`config.mk`:
```
export PLATFORM = sky130hd
export DESIGN_NAME = grid_mover_flat
export DESIGN_NICKNAME = d
export VERILOG_FILES = /design/src/rtl/grid_mover_pkg.sv /design/src/rtl/grid_mover_if.sv /design/src/rtl/grid_neighbor.sv /design/src/rtl/grid_mover.sv /design/src/flat_wrapper.sv
export SDC_FILE = /design/constraint.sdc
export NUM_CORES = 1
export LEC_CHECK = 0
export BUFFER_PORTS_ARGS = -buffer_cell sky130_fd_sc_hd__buf_4
export CORE_MARGIN = 2
export CORE_UTILIZATION = 29
export DETAILED_ROUTE_END_ITERATION = 8
export PLACE_DENSITY_LB_ADDON = 0.3
export REMOVE_ABC_BUFFERS = 1
export SYNTH_ARGS = -nofsm -noshare
export SYNTH_HDL_FRONTEND = slang
export SYNTH_HIERARCHICAL = 1
export SYNTH_SLANG_ARGS = --single-unit
```
`constraint.sdc`:
```
create_clock -name clk -period 4.55 [get_ports clk]
set_input_delay 1.1375 -clock clk [delete_from_list [all_inputs] [get_ports clk]]
set_output_delay 1.1375 -clock clk [all_outputs]
set_load 0.005 [all_outputs]
```
`src/rtl/grid_mover_pkg.sv`:
```
// grid_mover_pkg
//   Shared encodings for the tile-grid actor controller: direction codes,
//   tile type codes, the controller state encoding and a small direction
//   helper.
package grid_mover_pkg;

  localparam logic [1:0] DIR_UP    = 2'd0;
  localparam logic [1:0] DIR_RIGHT = 2'd1;
  localparam logic [1:0] DIR_DOWN  = 2'd2;
  localparam logic [1:0] DIR_LEFT  = 2'd3;

  localparam logic [1:0] TILE_EMPTY  = 2'd0;
  localparam logic [1:0] TILE_PELLET = 2'd3;

  typedef enum logic [2:0] {
    ST_IDLE,
    ST_RD_WANT,
    ST_RD_CUR,
    ST_STEP,
    ST_RD_HERE,
    ST_WR_HERE
  } state_t;

  // Opposite direction: the encoding places opposites two apart.
  function automatic logic [1:0] reverse_dir(input logic [1:0] d);
    return d ^ 2'd2;
  endfunction

endpackage

```
`src/rtl/grid_mover_if.sv`:
```
// grid_mover_if
//   Tile-RAM access port between the actor controller and the RAM arbiter.
//   master: controller side (drives request, address, write qualifier/data)
//   slave : arbiter side (drives grant and read data)
//   mem_req   request, held with mem_addr stable until mem_grant is seen
//   mem_addr  tile address {row, col}
//   mem_we    write qualifier, meaningful while mem_req is high
//   mem_wdata write data
//   mem_grant access happens on the cycle this is high
//   mem_rdata read data, valid the cycle after the grant
interface grid_mover_if #(
  parameter int ADDR_W = 10
);
  logic              mem_req;
  logic [ADDR_W-1:0] mem_addr;
  logic              mem_we;
  logic [7:0]        mem_wdata;
  logic              mem_grant;
  logic [7:0]        mem_rdata;

  modport master (
    output mem_req, mem_addr, mem_we, mem_wdata,
    input  mem_grant, mem_rdata
  );

  modport slave (
    input  mem_req, mem_addr, mem_we, mem_wdata,
    output mem_grant, mem_rdata
  );
endinterface

```
`src/rtl/grid_neighbor.sv`:
```
// grid_neighbor
//   Combinational neighbour-tile lookup. Returns the tile one step away from
//   {row, col} in direction dir; both indices wrap modulo the grid size so the
//   edges behave as tunnels.
//   row, col        current tile
//   dir             direction to look in
//   nb_row, nb_col  neighbouring tile
module grid_neighbor
  import grid_mover_pkg::*;
#(
  parameter int COLS_LOG2 = 5,
  parameter int ROWS_LOG2 = 5
) (
  input  logic [ROWS_LOG2-1:0] row,
  input  logic [COLS_LOG2-1:0] col,
  input  logic [1:0]           dir,
  output logic [ROWS_LOG2-1:0] nb_row,
  output logic [COLS_LOG2-1:0] nb_col
);

  always_comb begin
    nb_row = row;
    nb_col = col;
    case (dir)
      DIR_UP:    nb_row = row - ROWS_LOG2'(1);
      DIR_RIGHT: nb_col = col + COLS_LOG2'(1);
      DIR_DOWN:  nb_row = row + ROWS_LOG2'(1);
      default:   nb_col = col - COLS_LOG2'(1);
    endcase
  end

endmodule

```
`src/rtl/grid_mover.sv`:
```
// grid_mover
//   Keyboard-driven actor controller for a tile grid. Queues a requested
//   direction, moves one pixel per frame tick, checks the tile ahead for
//   walls through the shared tile-RAM port and eats pellets on arrival.
//   clk, reset     system clock, asynchronous active-low reset
//   tick           one-cycle frame pulse, one movement step per tick
//   keycode        keyboard code, bit 7 marks a pending key
//   keystrobe      one-cycle acknowledge of a consumed key
//   mem            tile-RAM master port
//   pos_x, pos_y   actor pixel position
//   dir            current direction
//   moving         last tick produced a step
//   score          eaten pellets, saturating
//   pellet_eaten   one-cycle pulse per eaten pellet
//
//   state      | meaning
//   -----------+-----------------------------------------------------------
//   ST_IDLE    | waiting for a tick
//   ST_RD_WANT | reading neighbour in the queued direction (turn check)
//   ST_RD_CUR  | reading neighbour in the current direction (wall check)
//   ST_STEP    | moving one pixel along dir
//   ST_RD_HERE | reading the tile just entered
//   ST_WR_HERE | clearing the pellet on the tile just entered
module grid_mover
  import grid_mover_pkg::*;
#(
  parameter int         COLS_LOG2    = 5,
  parameter int         ROWS_LOG2    = 5,
  parameter int         TILE_PX_LOG2 = 4,
  parameter int         START_COL    = 1,
  parameter int         START_ROW    = 1,
  parameter logic [1:0] START_DIR    = 2'd1,
  parameter logic [7:0] KEY_UP       = 8'hf7,
  parameter logic [7:0] KEY_RIGHT    = 8'he1,
  parameter logic [7:0] KEY_DOWN     = 8'hf3,
  parameter logic [7:0] KEY_LEFT     = 8'he4,
  parameter logic [1:0] PELLET_TYPE  = TILE_PELLET
) (
  input  logic                              clk,
  input  logic                              reset,
  input  logic                              tick,
  input  logic [7:0]                        keycode,
  output logic                              keystrobe,
  grid_mover_if.master                      mem,
  output logic [COLS_LOG2+TILE_PX_LOG2-1:0] pos_x,
  output logic [ROWS_LOG2+TILE_PX_LOG2-1:0] pos_y,
  output logic [1:0]                        dir,
  output logic                              moving,
  output logic [15:0]                       score,
  output logic                              pellet_eaten
);

  localparam int PX_W = COLS_LOG2 + TILE_PX_LOG2;
  localparam int PY_W = ROWS_LOG2 + TILE_PX_LOG2;

  state_t            state, state_nx;
  logic              data_ph, data_ph_nx;
  logic [1:0]        want, want_nx;
  logic [1:0]        dir_nx;
  logic [1:0]        try_dir, try_dir_nx;
  logic [PX_W-1:0]   pos_x_nx;
  logic [PY_W-1:0]   pos_y_nx;
  logic              moving_nx;
  logic [15:0]       score_nx;
  logic              pellet_nx;

  logic              key_take;
  logic [1:0]        key_dir;
  logic [1:0]        want_eff;
  logic              aligned;
  logic [1:0]        nb_dir;
  logic [ROWS_LOG2-1:0] cur_row, nb_row;
  logic [COLS_LOG2-1:0] cur_col, nb_col;
  logic [1:0]        tile_type;
  logic              tile_ok;

  function automatic logic passable(input logic [1:0] t);
    return (t == TILE_EMPTY) || (t == PELLET_TYPE);
  endfunction

  // A key taken this cycle is folded into want_eff so a tick arriving in the
  // same cycle already decides with the new direction.
  always_comb begin
    key_take = keycode[7] && !keystrobe;
    key_dir  = want;
    if (keycode == KEY_UP)         key_dir = DIR_UP;
    else if (keycode == KEY_RIGHT) key_dir = DIR_RIGHT;
    else if (keycode == KEY_DOWN)  key_dir = DIR_DOWN;
    else if (keycode == KEY_LEFT)  key_dir = DIR_LEFT;
    want_eff = key_take ? key_dir : want;
  end

  assign cur_col   = pos_x[PX_W-1:TILE_PX_LOG2];
  assign cur_row   = pos_y[PY_W-1:TILE_PX_LOG2];
  assign aligned   = (pos_x[TILE_PX_LOG2-1:0] == '0) && (pos_y[TILE_PX_LOG2-1:0] == '0);
  assign tile_type = mem.mem_rdata[1:0];
  assign tile_ok   = passable(tile_type);

  // try_dir is latched when the turn check starts, so a key arriving while
  // the request is pending cannot disturb mem_addr.
  assign nb_dir = (state == ST_RD_WANT) ? try_dir : dir;

  grid_neighbor #(
    .COLS_LOG2 (COLS_LOG2),
    .ROWS_LOG2 (ROWS_LOG2)
  ) u_neighbor (
    .row    (cur_row),
    .col    (cur_col),
    .dir    (nb_dir),
    .nb_row (nb_row),
    .nb_col (nb_col)
  );

  // Request is decoded from state so an asynchronous reset drops it at once.
  always_comb begin
    mem.mem_req   = 1'b0;
    mem.mem_we    = 1'b0;
    mem.mem_wdata = 8'h00;
    mem.mem_addr  = {cur_row, cur_col};
    case (state)
      ST_RD_WANT: begin
        mem.mem_addr = {nb_row, nb_col};
        mem.mem_req  = !data_ph && (try_dir != dir);
      end
      ST_RD_CUR: begin
        mem.mem_addr = {nb_row, nb_col};
        mem.mem_req  = !data_ph;
      end
      ST_RD_HERE: mem.mem_req = !data_ph;
      ST_WR_HERE: begin
        mem.mem_req = 1'b1;
        mem.mem_we  = 1'b1;
      end
      default: ;
    endcase
  end

  always_comb begin
    state_nx   = state;
    data_ph_nx = data_ph;
    want_nx    = want_eff;
    dir_nx     = dir;
    try_dir_nx = try_dir;
    pos_x_nx   = pos_x;
    pos_y_nx   = pos_y;
    moving_nx  = moving;
    score_nx   = score;
    pellet_nx  = 1'b0;
    case (state)
      ST_IDLE: begin
        if (tick) begin
          if (aligned) begin
            try_dir_nx = want_eff;
            state_nx   = ST_RD_WANT;
          end else begin
            if (want_eff == reverse_dir(dir)) dir_nx = want_eff;
            state_nx = ST_STEP;
          end
        end
      end
      ST_RD_WANT: begin
        if (try_dir == dir) begin
          state_nx = ST_RD_CUR;
        end else if (!data_ph) begin
          if (mem.mem_grant) data_ph_nx = 1'b1;
        end else begin
          data_ph_nx = 1'b0;
          if (tile_ok) dir_nx = try_dir;
          state_nx = ST_RD_CUR;
        end
      end
      ST_RD_CUR: begin
        if (!data_ph) begin
          if (mem.mem_grant) data_ph_nx = 1'b1;
        end else begin
          data_ph_nx = 1'b0;
          if (tile_ok) begin
            state_nx = ST_STEP;
          end else begin
            moving_nx = 1'b0;
            state_nx  = ST_IDLE;
          end
        end
      end
      ST_STEP: begin
        moving_nx = 1'b1;
        case (dir)
          DIR_UP:    pos_y_nx = pos_y - PY_W'(1);
          DIR_RIGHT: pos_x_nx = pos_x + PX_W'(1);
          DIR_DOWN:  pos_y_nx = pos_y + PY_W'(1);
          default:   pos_x_nx = pos_x - PX_W'(1);
        endcase
        if ((pos_x_nx[TILE_PX_LOG2-1:0] == '0) && (pos_y_nx[TILE_PX_LOG2-1:0] == '0))
          state_nx = ST_RD_HERE;
        else
          state_nx = ST_IDLE;
      end
      ST_RD_HERE: begin
        if (!data_ph) begin
          if (mem.mem_grant) data_ph_nx = 1'b1;
        end else begin
          data_ph_nx = 1'b0;
          state_nx   = (tile_type == PELLET_TYPE) ? ST_WR_HERE : ST_IDLE;
        end
      end
      ST_WR_HERE: begin
        if (mem.mem_grant) begin
          pellet_nx = 1'b1;
          if (score != 16'hFFFF) score_nx = score + 16'd1;
          state_nx = ST_IDLE;
        end
      end
      default: state_nx = ST_IDLE;
    endcase
  end

  always_ff @(posedge clk or negedge reset) begin
    if (!reset) begin
      state        <= ST_IDLE;
      data_ph      <= 1'b0;
      want         <= START_DIR;
      dir          <= START_DIR;
      try_dir      <= START_DIR;
      pos_x        <= {COLS_LOG2'(START_COL), {TILE_PX_LOG2{1'b0}}};
      pos_y        <= {ROWS_LOG2'(START_ROW), {TILE_PX_LOG2{1'b0}}};
      moving       <= 1'b0;
      score        <= 16'd0;
      pellet_eaten <= 1'b0;
      keystrobe    <= 1'b0;
    end else begin
      state        <= state_nx;
      data_ph      <= data_ph_nx;
      want         <= want_nx;
      dir          <= dir_nx;
      try_dir      <= try_dir_nx;
      pos_x        <= pos_x_nx;
      pos_y        <= pos_y_nx;
      moving       <= moving_nx;
      score        <= score_nx;
      pellet_eaten <= pellet_nx;
      keystrobe    <= key_take;
    end
  end

endmodule

```
`src/flat_wrapper.sv`:
```
// flat-port wrapper written by rule: the top's interface ports become plain ports
module grid_mover_flat import grid_mover_pkg::*;
#(
  parameter int         COLS_LOG2    = 5,
  parameter int         ROWS_LOG2    = 5,
  parameter int         TILE_PX_LOG2 = 4,
  parameter int         START_COL    = 1,
  parameter int         START_ROW    = 1,
  parameter logic [1:0] START_DIR    = 2'd1,
  parameter logic [7:0] KEY_UP       = 8'hf7,
  parameter logic [7:0] KEY_RIGHT    = 8'he1,
  parameter logic [7:0] KEY_DOWN     = 8'hf3,
  parameter logic [7:0] KEY_LEFT     = 8'he4,
  parameter logic [1:0] PELLET_TYPE  = TILE_PELLET
)
  (clk, reset, tick, keycode, keystrobe, pos_x, pos_y, dir, moving, score, pellet_eaten, mem_mem_req, mem_mem_addr, mem_mem_we, mem_mem_wdata, mem_mem_grant, mem_mem_rdata);
  grid_mover_if #(.ADDR_W(10)) mem_i ();
  input  logic clk;
  input  logic reset;
  input  logic tick;
  input  logic [7:0] keycode;
  output logic keystrobe;
  output logic [COLS_LOG2+TILE_PX_LOG2-1:0] pos_x;
  output logic [ROWS_LOG2+TILE_PX_LOG2-1:0] pos_y;
  output logic [1:0] dir;
  output logic moving;
  output logic [15:0] score;
  output logic pellet_eaten;
  output wire logic [$bits(mem_i.mem_req)-1:0] mem_mem_req;
  output wire logic [$bits(mem_i.mem_addr)-1:0] mem_mem_addr;
  output wire logic [$bits(mem_i.mem_we)-1:0] mem_mem_we;
  output wire logic [$bits(mem_i.mem_wdata)-1:0] mem_mem_wdata;
  input wire logic [$bits(mem_i.mem_grant)-1:0] mem_mem_grant;
  input wire logic [$bits(mem_i.mem_rdata)-1:0] mem_mem_rdata;
  assign mem_mem_req = mem_i.mem_req;
  assign mem_mem_addr = mem_i.mem_addr;
  assign mem_mem_we = mem_i.mem_we;
  assign mem_mem_wdata = mem_i.mem_wdata;
  assign mem_i.mem_grant = mem_mem_grant;
  assign mem_i.mem_rdata = mem_mem_rdata;
  grid_mover #(.COLS_LOG2(COLS_LOG2), .ROWS_LOG2(ROWS_LOG2), .TILE_PX_LOG2(TILE_PX_LOG2), .START_COL(START_COL), .START_ROW(START_ROW), .START_DIR(START_DIR), .KEY_UP(KEY_UP), .KEY_RIGHT(KEY_RIGHT), .KEY_DOWN(KEY_DOWN), .KEY_LEFT(KEY_LEFT), .PELLET_TYPE(PELLET_TYPE)) u_core (.clk(clk), .reset(reset), .tick(tick), .keycode(keycode), .keystrobe(keystrobe), .mem(mem_i), .pos_x(pos_x), .pos_y(pos_y), .dir(dir), .moving(moving), .score(score), .pellet_eaten(pellet_eaten));
endmodule
```
==> results of run 1 <==
## synth_stat cells, types with 9 or more instances
master | number | area, sq um
ha_1 | 24 | 300
dfrtp_1 | 42 | 1050
xor2_1 | 16 | 140
nand3_1 | 10 | 50.1
nor3_1 | 13 | 65.1
xnor2_1 | 20 | 175
nand2b_1 | 9 | 56.3
a21oi_1 | 15 | 75.1
inv_1 | 23 | 86.3
mux2_2 | 20 | 225
o21ai_0 | 32 | 160
nor2_1 | 16 | 60.1
nor2b_1 | 9 | 56.3
nand2_1 | 44 | 165
## cell type report
class,count,area [sq um],area share (%)
sequential,47,1180,25.9
timing repair buffer,71,533,11.7
clock buffer,8,156,3.43
inverter,25,93.8,2.06
tap,172,215,4.72
multi-input combinational,335,2380,52.2
## kinds of logic after synthesis
group	Yosys count	share of synthesized area [%]
buf+inv	46	5.93
other cells	1	0.0998
flops	47	31.5
simple gates	140	19.4
compound gates	98	17.2
xor+xnor	36	8.39
fa+ha+maj	29	10.4
mux	24	7.06
## state kept, by name (all words and copies together), names as in the netlist
signal,count
u_core/pellet_eaten,1
u_core/try_dir,2
u_core/dir,2
u_core/state,3
u_core/want,2
u_core/data_ph,1
u_core/pos_x,9
u_core/score,16
u_core/pos_y,9
u_core/moving,1
u_core/keystrobe,1
## layout by cell type (no fill, tap or decap), types with 3 or more instances in the layout
cell type / Yosys / final
a21oi_1: 15 / 15
fa_1: 4 / 4
nor3_1: 13 / 12
nor2b_1: 9 / 9
a31oi_1: 3 / 3
or2_2: 8 / 8
ha_1: 24 / 24
nand4_1: 6 / 6
xor2_1: 16 / 16
clkbuf_16: 0 / 5
nand3_1: 10 / 10
dfrtp_1: 42 / 42
xnor2_1: 20 / 20
or3_1: 5 / 5
nand2b_1: 9 / 9
a21o_1: 3 / 3
buf_4: 8 / 71
o211ai_1: 4 / 4
a21boi_0: 4 / 4
a211oi_1: 6 / 6
inv_1: 23 / 23
mux2i_1: 4 / 4
o21a_1: 3 / 3
conb_1: 1 / 8
nor4_1: 3 / 3
nor2_1: 16 / 16
o22ai_1: 3 / 3
o311ai_1: 3 / 3
nand2_1: 44 / 44
dfstp_2: 5 / 5
mux2_2: 20 / 20
o21ai_0: 32 / 31
## final timing paths
kind	end	start	cells past startpoint
min in group asynchronous	u_core/score[0]	reset	1
max	mem_mem_addr[4]	u_core/state[2]	10
max in group asynchronous	u_core/want[1]	reset	1
min reg2reg	u_core/score[15]	u_core/score[15]	1
max reg2reg	u_core/pos_x[8]	u_core/dir[0]	9
min	u_core/score[15]	u_core/score[15]	1
## stage by stage
step | power, mW | instances
global route | 3.68 | 658
global placement | 2.91 | 650
detailed placement | 2.96 | 650
floorplan | 2.21 | 407
CTS | 3.38 | 658
finish | 3.36 | 658
## layer usage
layer / vias to the layer above / global-route usage [%] / share of wire, %
met5: - / 0 / 0
met4: 0 / 2.71 / 0.63
met3: 5 / 3.10 / 5.4
met2: 66 / 20.8 / 46
met1: 1552 / 17.3 / 48
li1: 1625 / - / -
## critical path, stage by stage, from the launching register on
cell      delay, ps
dfrtp_1         390
nor3_2          230
mux2_2          440
nand2b_1        270
ha_1            370
nor2b_1         170
or4_1           460
nand3_1          90
o311ai_1         90
mux2_2          270
buf_4           130
## power groups by stage
| stage | Clock (mW) | Sequential, mW | Combinational [mW] |
|---|---|---|---|
| floorplan | 0 | 0.726 | 1.49 |
| global placement | 0 | 0.707 | 2.20 |
| CTS | 0.404 | 0.704 | 2.27 |
| global route | 0.424 | 0.730 | 2.53 |
| detailed placement | 0 | 0.711 | 2.25 |
| finish | 0.393 | 0.703 | 2.26 |
==> metrics.md, run 1 <==
| Metric | Value |
|---|---|
| HP Class | `reg -> reg` |
| Finished Cell Area | `0.00456 sq mm` |
| Die Ht | `118 microns` |
| Status | `complete, no violations` |
| Placement Cell Area | `0.00440 sq mm` |
| Clock slew at reported path FFs | `60 ps` |
| Post-detailed-route wirelength per cell | `13.4 microns` |
| Comb pwr share | `67.3%` |
| Reg2Reg Setup Slack | `1750 ps` |
| Period utilization | `95.7%` |
| Clock Path Buffers | `2` |
| Final min period | `4350 ps` |
| Area growth syn-to-layout | `21.5%` |
| Later-pin clock latency in the skew report | `290 ps` |
| Core Area | `0.0126 sq mm` |
| Ys async rst share | `100%` |
| Critical Path RT | `3410 ps` |
| Initial antenna violation count | `0` |
| Final #Nets | `533` |
| Pre-CTS setup slack | `450 ps` |
| CP Launch Type | `register` |
| Filler cells | `1295` |
| Post-route core utilization | `36.2%` |
| Post-synthesis cell count | `421` |
| Die width | `118 microns` |
| Pre-antenna DRT Iters | `4` |
| Routed vias/inst | `4.94` |
| Setup slack after layout | `198 ps` |
| GP Congestion | `0.819` |
| I/O Buffers | `64` |
| Post-Syn Area | `0.00376 sq mm` |
| Critical path type | `reg -> out` |
| Tot GR Track Use | `12.8%` |
| Post-synth top flop | `dfrtp_1` |
| Initial Util | `29.8%` |
| Cts-stage hold buffer count | `0` |
| Leakage | `2.04 nW` |
| Setup TNS Final | `0 ps` |
| Htree depth | `2` |
| Largest net degree at the start of global routing | `48` |
| Hold Slack | `497 ps` |
| Routed vias | `3248` |
| Ant diodes | `0` |
| Worst vdd ir | `0.000206 V` |
| Root buf cell | `clkbuf_16` |
| Switching share of total power | `43.8%` |
| Critical path capture point type | `primary output` |
| # Post-CTS Setup Buffers | `0` |
| Syn_area_per_cell | `8.92 sq um` |
| IO Pins | `79` |
| Final setup fails | `0` |
| Dpl hpwl | `6.49 mm` |
| Worst Max-Slew Pin Slew | `991 ps` |
| Cell row count | `41` |
| TritonCTS clock tree | `done` |
| Synth Register Bits | `47` |
| Crit path DAT | `3210 ps` |
| Antenna Nets Post-Route | `0` |
| CP Max Fanout | `7` |
| Clk_skew | `4.15 ps` |
| Slew Limit Fails | `0` |
| First-pass GRT wire length | `14.9 mm` |
| Max Fclk | `230 MHz` |
| RSZ-0062 raised after global routing | `false` |
| Hold Fails Final Rpt | `0` |
| Sequential cell area fraction in the yosys report | `31.5%` |
| Power per cell area | `735 mW/mm^2` |
| Number of global-route vias before repair | `3078` |
| Relative slew slack | `33.7%` |
| Final WL | `8.80 mm` |
| Yosys warnings | `6` |
| Clk sinks | `47` |
| Residual DRC count | `0` |
| Max-cap violations | `0` |
| Clock share of power | `11.7%` |
| Cts bufs inserted | `5` |
| Post-cts sizing count | `0` |
| Count of different cell masters after synthesis | `65` |
| Register share of total power | `21.0%` |
| Gr ovfl total | `0` |
| Initial DRC Count | `145` |
| Post-synth EDFFs | `0` |
| Net switching power figure | `1.47 mW` |
| Share of cells above drive strength 1 | `24.5%` |
| Die area | `0.0139 sq mm` |
| Pint | `1.89 mW` |
(Power assumes the default switching activity.)
==> run 2, diff against run 1 <==
- CELL_PAD_IN_SITES_DETAIL_PLACEMENT: unset -> 0
- CELL_PAD_IN_SITES_GLOBAL_PLACEMENT: unset -> 1
==> metrics.md, run 2 (same netlist as run 1, synthesis figures left out) <==
| Metric | Value |
|---|---|
| Cells along the critical path | `nor3_2 -> mux2_2 -> nand2b_1 -> ha_1 -> nor2b_1 -> or4_1 -> nand3_1 -> o311ai_1 -> mux2_2 -> buf_4 (unchanged)` |
| Initial DRC Count | `123 (was 145)` |
| Initial antenna violation count | `0 (unchanged)` |
| Cts-stage hold buffer count | `0 (unchanged)` |
| Cell row count | `41 (unchanged)` |
| Cell mode on critical path | `mux2_2 (unchanged)` |
| Initial Util | `29.8% (unchanged)` |
| Core Area | `0.0126 sq mm (unchanged)` |
| TritonCTS clock tree | `done (unchanged)` |
| First-pass GRT wire length | `15.6 mm (was 14.9 mm)` |
| Worst vdd ir | `0.000263 V (was 0.000206 V)` |
| CP Launch Type | `register (unchanged)` |
| Post-detailed-route wirelength per cell | `13.5 microns (was 13.4 microns)` |
| Routed vias | `3199 (was 3248)` |
| Pre-antenna DRT Iters | `4 (unchanged)` |
| IO Pins | `79 (unchanged)` |
| Comb pwr share | `66.1% (was 67.3%)` |
| Net switching power figure | `1.47 mW (about the same)` |
| Antenna Nets Post-Route | `0 (unchanged)` |
| Cts bufs inserted | `5 (unchanged)` |
| Max stage delay on crit path | `460 ps (about the same)` |
| Setup TNS Final | `0 ps (unchanged)` |
| Later-pin clock latency in the skew report | `290 ps (about the same)` |
| Die width | `118 microns (unchanged)` |
| Routed vias/inst | `4.86 (was 4.94)` |
| Max Fclk | `229 MHz (was 230 MHz)` |
| Critical path capture point type | `primary output (unchanged)` |
| Root buf cell | `clkbuf_16 (unchanged)` |
| Slowest stage cell, crit path | `or4_1 (unchanged)` |
| Hold Fails Final Rpt | `0 (unchanged)` |
| Critical path's top delay family | `simple AND/OR/NAND/NOR gates (unchanged)` |
| Die Ht | `118 microns (unchanged)` |
| Largest net degree at the start of global routing | `48 (unchanged)` |
| CP Max Fanout | `7 (unchanged)` |
| Clock share of power | `12.7% (was 11.7%)` |
| Dpl hpwl | `6.70 mm (was 6.49 mm)` |
| Final WL | `8.89 mm (was 8.80 mm)` |
| Residual DRC count | `0 (unchanged)` |
| Die area | `0.0139 sq mm (unchanged)` |
| Power per cell area | `740 mW/mm^2 (was 735 mW/mm^2)` |
| Share of cells above drive strength 1 | `24.9% (was 24.5%)` |
| Tot GR Track Use | `13.2% (was 12.8%)` |
| Post-route core utilization | `36.3% (was 36.2%)` |
| Clk_skew | `6.20 ps (was 4.15 ps)` |
| Clk sinks | `47 (unchanged)` |
| GP Congestion | `0.781 (was 0.819)` |
| Htree depth | `2 (unchanged)` |
| Hold Slack | `506 ps (was 497 ps)` |
| Number of global-route vias before repair | `3336 (was 3078)` |
| Crit path DAT | `3220 ps (was 3210 ps)` |
| Max-cap violations | `0 (unchanged)` |
| Critical path type | `reg -> out (unchanged)` |
| Final setup fails | `0 (unchanged)` |
| Leakage | `2.05 nW (was 2.04 nW)` |
| Final min period | `4360 ps (was 4350 ps)` |
| Status | `complete, no violations (unchanged)` |
| Switching share of total power | `43.3% (was 43.8%)` |
| Ant diodes | `0 (unchanged)` |
| RSZ-0062 raised after global routing | `false (unchanged)` |
| DP Cell Count | `650 (unchanged)` |
| Worst Max-Slew Pin Slew | `640 ps (was 991 ps)` |
| Gr ovfl total | `0 (unchanged)` |
| Final #Nets | `533 (unchanged)` |
| HP Class | `reg -> reg (unchanged)` |
| Area growth syn-to-layout | `22.0% (was 21.5%)` |
| Pre-CTS setup slack | `414 ps (was 450 ps)` |
| Setup slack after layout | `189 ps (was 198 ps)` |
| Final Non-Filler Cells | `658 (unchanged)` |
| Post-cts sizing count | `0 (unchanged)` |
| Register share of total power | `21.2% (was 21.0%)` |
| Pint | `1.92 mW (was 1.89 mW)` |
| Clock Path Buffers | `2 (unchanged)` |
| Period utilization | `95.8% (was 95.7%)` |
| Largest register FFs | `16 (unchanged)` |
| Regs by FF count | `u_core/score (16), u_core/pos_x (9), u_core/pos_y (9) (unchanged)` |
| Reg with most FFs | `u_core/score (unchanged)` |
| Most common cell after layout, fill and taps aside | `buf_4 (unchanged)` |
| Most frequent cells in the layout | `buf_4 (71), nand2_1 (44), dfrtp_1 (42) (unchanged)` |
| Relative slew slack | `57.3% (was 33.7%)` |
| Slew Limit Fails | `0 (unchanged)` |
| Clock slew at reported path FFs | `70 ps (was 60 ps)` |
| # Post-CTS Setup Buffers | `0 (unchanged)` |
| WP buf/inv | `1 (unchanged)` |
| Critical Path RT | `3410 ps (about the same)` |
| I/O Buffers | `64 (unchanged)` |
run 2: power groups by stage:
stage	logic [mW]	registers, mW	clock network, mW
finish	2.24	0.717	0.432
global route	2.53	0.756	0.467
CTS	2.27	0.724	0.449
detailed placement	2.25	0.731	0
global placement	2.23	0.729	0
floorplan	1.49	0.726	0
run 2: worst reg2reg max path, cell delays in order (launching register included):
cell and delay (ps):
dfstp_2 690, inv_1 170, nand2_1 300, inv_1 90
fa_1 420, nor2b_1 170, o21a_1 150, o21ai_0 120
a21oi_1 210, mux2i_1 210, o221ai_1 140
run 2: metrics by stage:
stage	area, sq um	total power, mW
floorplan	3650	2.21
global placement	4400	2.95
detailed placement	4400	2.98
CTS	4570	3.45
global route	4580	3.75
finish	4580	3.39
run 2: final timing paths:
path,endpoint,from,slack [ps],cells past startpoint
worst max-delay path,mem_mem_addr[4],u_core/state[2],190,10
max in group asynchronous,u_core/pos_y[7],reset,3240,1
worst min register to register,u_core/score[15],u_core/score[15],510,1
worst min-delay path,u_core/score[15],u_core/score[15],510,1
min in group asynchronous,u_core/score[9],reset,860,1
worst max register to register,u_core/pos_y[8],u_core/dir[0],1750,10
run 2: routing by layer:
metal | track usage (%) | up-vias | part of all wire (%)
met3 | 2.86 | 2 | 4.8
met1 | 16.8 | 1512 | 46
li1 | - | 1620 | -
met4 | 2.26 | 0 | 0.31
met5 | 0 | - | 0
met2 | 23.3 | 65 | 49
run 2: cell type report:
type	count	area [sq um]
multi-input cells	335	2390
inverters	25	93.8
fillers	1322	8040
repair buffers	71	533
clock inverters	3	47.5
clock buffers	5	125
well taps	172	215
flip-flops and latches	47	1180
==> run 3, diff against run 2 <==
- MAX_ROUTING_LAYER: unset -> met4
==> metrics.md, run 3 (same netlist as run 1, synthesis figures left out) <==
| Metric | Value |
|---|---|
| Routed vias/inst | `4.86 (about the same)` |
| TritonCTS clock tree | `done (unchanged)` |
| Regs by FF count | `u_core/score (16), u_core/pos_x (9), u_core/pos_y (9) (unchanged)` |
| Pre-antenna DRT Iters | `5 (was 4)` |
| Largest register FFs | `16 (unchanged)` |
| Later-pin clock latency in the skew report | `290 ps (about the same)` |
| Residual DRC count | `0 (unchanged)` |
| Register Area | `0.00118 sq mm (unchanged)` |
| Final #Nets | `533 (unchanged)` |
| Share of cells above drive strength 1 | `24.9% (unchanged)` |
| Status | `complete, no violations (unchanged)` |
| Critical path type | `reg -> out (unchanged)` |
| Die Ht | `118 microns (unchanged)` |
| Hold Fails Final Rpt | `0 (unchanged)` |
| IO Pins | `79 (unchanged)` |
| Die area | `0.0139 sq mm (unchanged)` |
| Multi-input logic area | `0.00239 sq mm (unchanged)` |
| Cells along the critical path | `nor3_2 -> mux2_2 -> nand2b_1 -> ha_1 -> nor2b_1 -> or4_1 -> nand3_1 -> o311ai_1 -> mux2_2 -> buf_4 (unchanged)` |
| Tot GR Track Use | `13.6% (was 13.2%)` |
| Final min period | `4360 ps (about the same)` |
| Period utilization | `95.9% (was 95.8%)` |
| Root buf cell | `clkbuf_16 (unchanged)` |
| Power per cell area | `740 mW/mm^2 (about the same)` |
| GP Congestion | `0.791 (was 0.781)` |
| Area growth syn-to-layout | `22.0% (unchanged)` |
| First-pass GRT wire length | `15.6 mm (about the same)` |
| Critical path capture point type | `primary output (unchanged)` |
| Relative slew slack | `57.2% (was 57.3%)` |
| Filler cells | `1322 (unchanged)` |
| Core Area | `0.0126 sq mm (unchanged)` |
| Final setup fails | `0 (unchanged)` |
| HP Class | `reg -> reg (unchanged)` |
| Clk_skew | `6.05 ps (was 6.20 ps)` |
| Die width | `118 microns (unchanged)` |
| Cell row count | `41 (unchanged)` |
| Clk sinks | `47 (unchanged)` |
| Gr ovfl total | `0 (unchanged)` |
| Most common cell after layout, fill and taps aside | `buf_4 (unchanged)` |
| Cts bufs inserted | `5 (unchanged)` |
| CP Launch Type | `register (unchanged)` |
| Final WL | `8.90 mm (was 8.89 mm)` |
| Max-cap violations | `0 (unchanged)` |
| RSZ-0062 raised after global routing | `false (unchanged)` |
| Reg with most FFs | `u_core/score (unchanged)` |
| Worst Max-Slew Pin Slew | `642 ps (was 640 ps)` |
| Most frequent cells in the layout | `buf_4 (71), nand2_1 (44), dfrtp_1 (42) (unchanged)` |
| Finished Cell Area | `0.00458 sq mm (unchanged)` |
| Initial antenna violation count | `0 (unchanged)` |
| Crit path DAT | `3230 ps (was 3220 ps)` |
| Number of global-route vias before repair | `3339 (was 3336)` |
| Critical Path RT | `3410 ps (about the same)` |
| Total power | `3.39 mW (about the same)` |
| Leakage | `2.05 nW (unchanged)` |
| Slew Limit Fails | `0 (unchanged)` |
| Largest net degree at the start of global routing | `48 (unchanged)` |
| Htree depth | `2 (unchanged)` |
| Ant diodes | `0 (unchanged)` |
| Slowest stage cell, crit path | `or4_1 (unchanged)` |
| I/O Buffers | `64 (unchanged)` |
| Initial DRC Count | `139 (was 123)` |
| Routed vias | `3201 (was 3199)` |
| Cts-stage hold buffer count | `0 (unchanged)` |
| Cell mode on critical path | `mux2_2 (unchanged)` |
| Max Fclk | `229 MHz (about the same)` |
| Initial Util | `29.8% (unchanged)` |
| Clock Path Buffers | `2 (unchanged)` |
| Antenna Nets Post-Route | `0 (unchanged)` |
| Post-detailed-route wirelength per cell | `13.5 microns (about the same)` |
| Dpl hpwl | `6.70 mm (unchanged)` |
| Max stage delay on crit path | `460 ps (about the same)` |
| Placement Cell Area | `0.00440 sq mm (unchanged)` |
| CP Max Fanout | `7 (unchanged)` |
| Worst vdd ir | `0.000263 V (about the same)` |
| Clock slew at reported path FFs | `70 ps (about the same)` |
==> run 3: cell counts in the layout (fill, tap and decap cells not counted) <==
Identical to the previous run, type by type.
==> run 3: worst paths after layout <==
path	end	start	cells past startpoint	slack (ps)
worst min register to register	u_core/score[6]	u_core/score[6]	1	510
max in group asynchronous	u_core/pos_y[7]	reset	1	3240
worst min-delay path	u_core/score[6]	u_core/score[6]	1	510
worst max register to register	u_core/pos_y[8]	u_core/dir[0]	10	1760
worst max-delay path	mem_mem_addr[4]	u_core/state[2]	10	190
min in group asynchronous	u_core/score[8]	reset	1	860
==> run 3: through the flow <==
step	setup TNS (ps)	cells	hold WS (ps)	setup WS, ps	util [%]
6_report	0	658	507	186	36.3
5_1_grt	0	658	528	7.10	36.3
4_1_cts	0	658	503	76.5	36.2
3_5_place_dp	0	650	491	414	34.9
3_3_place_gp	0	650	487	438	34.9
2_1_floorplan	-388	407	484	-267	-
==> run 3: report_power, final <==
group          switching (mW)  total [mW]  internal (mW)
sequential              0.175       0.717          0.542
combinational            1.13        2.24           1.12
clock                   0.169       0.432          0.262
==> run 3: what timing repair did <==
| action | 4_1_cts | 5_1_grt |
|---|---|---|
| buffers inserted | 0 | 0 |
| gates resized for setup | 0 | 2 |
| setup endpoints to repair | 0 | 1 |
==> run 3: critical path, delay by kind of cell, from the launching register on <==
kind | cells | cell delay [ps]
fa+ha+maj | 1 | 360
compound gates | 1 | 90
simple gates | 5 | 1250
flops | 1 | 390
mux | 2 | 720
buf+inv | 1 | 130
==> run 3: layout make-up <==
| cell class | count | share of cell area [%] |
|---|---|---|
| multi-input cells | 335 | 52.1 |
| flip-flops and latches | 47 | 25.8 |
| repair buffers | 71 | 11.6 |
| well taps | 172 | 4.70 |
| clock buffers | 5 | 2.73 |
| inverters | 25 | 2.05 |
| clock inverters | 3 | 1.04 |
==> run 3: routing by layer <==
metal,up-vias,track usage [%],share of wire (%)
met5,-,-,0
met4,0,2.26,0.34
met3,2,2.52,4.1
met2,58,23.3,49
met1,1522,17.0,47
li1,1619,-,-
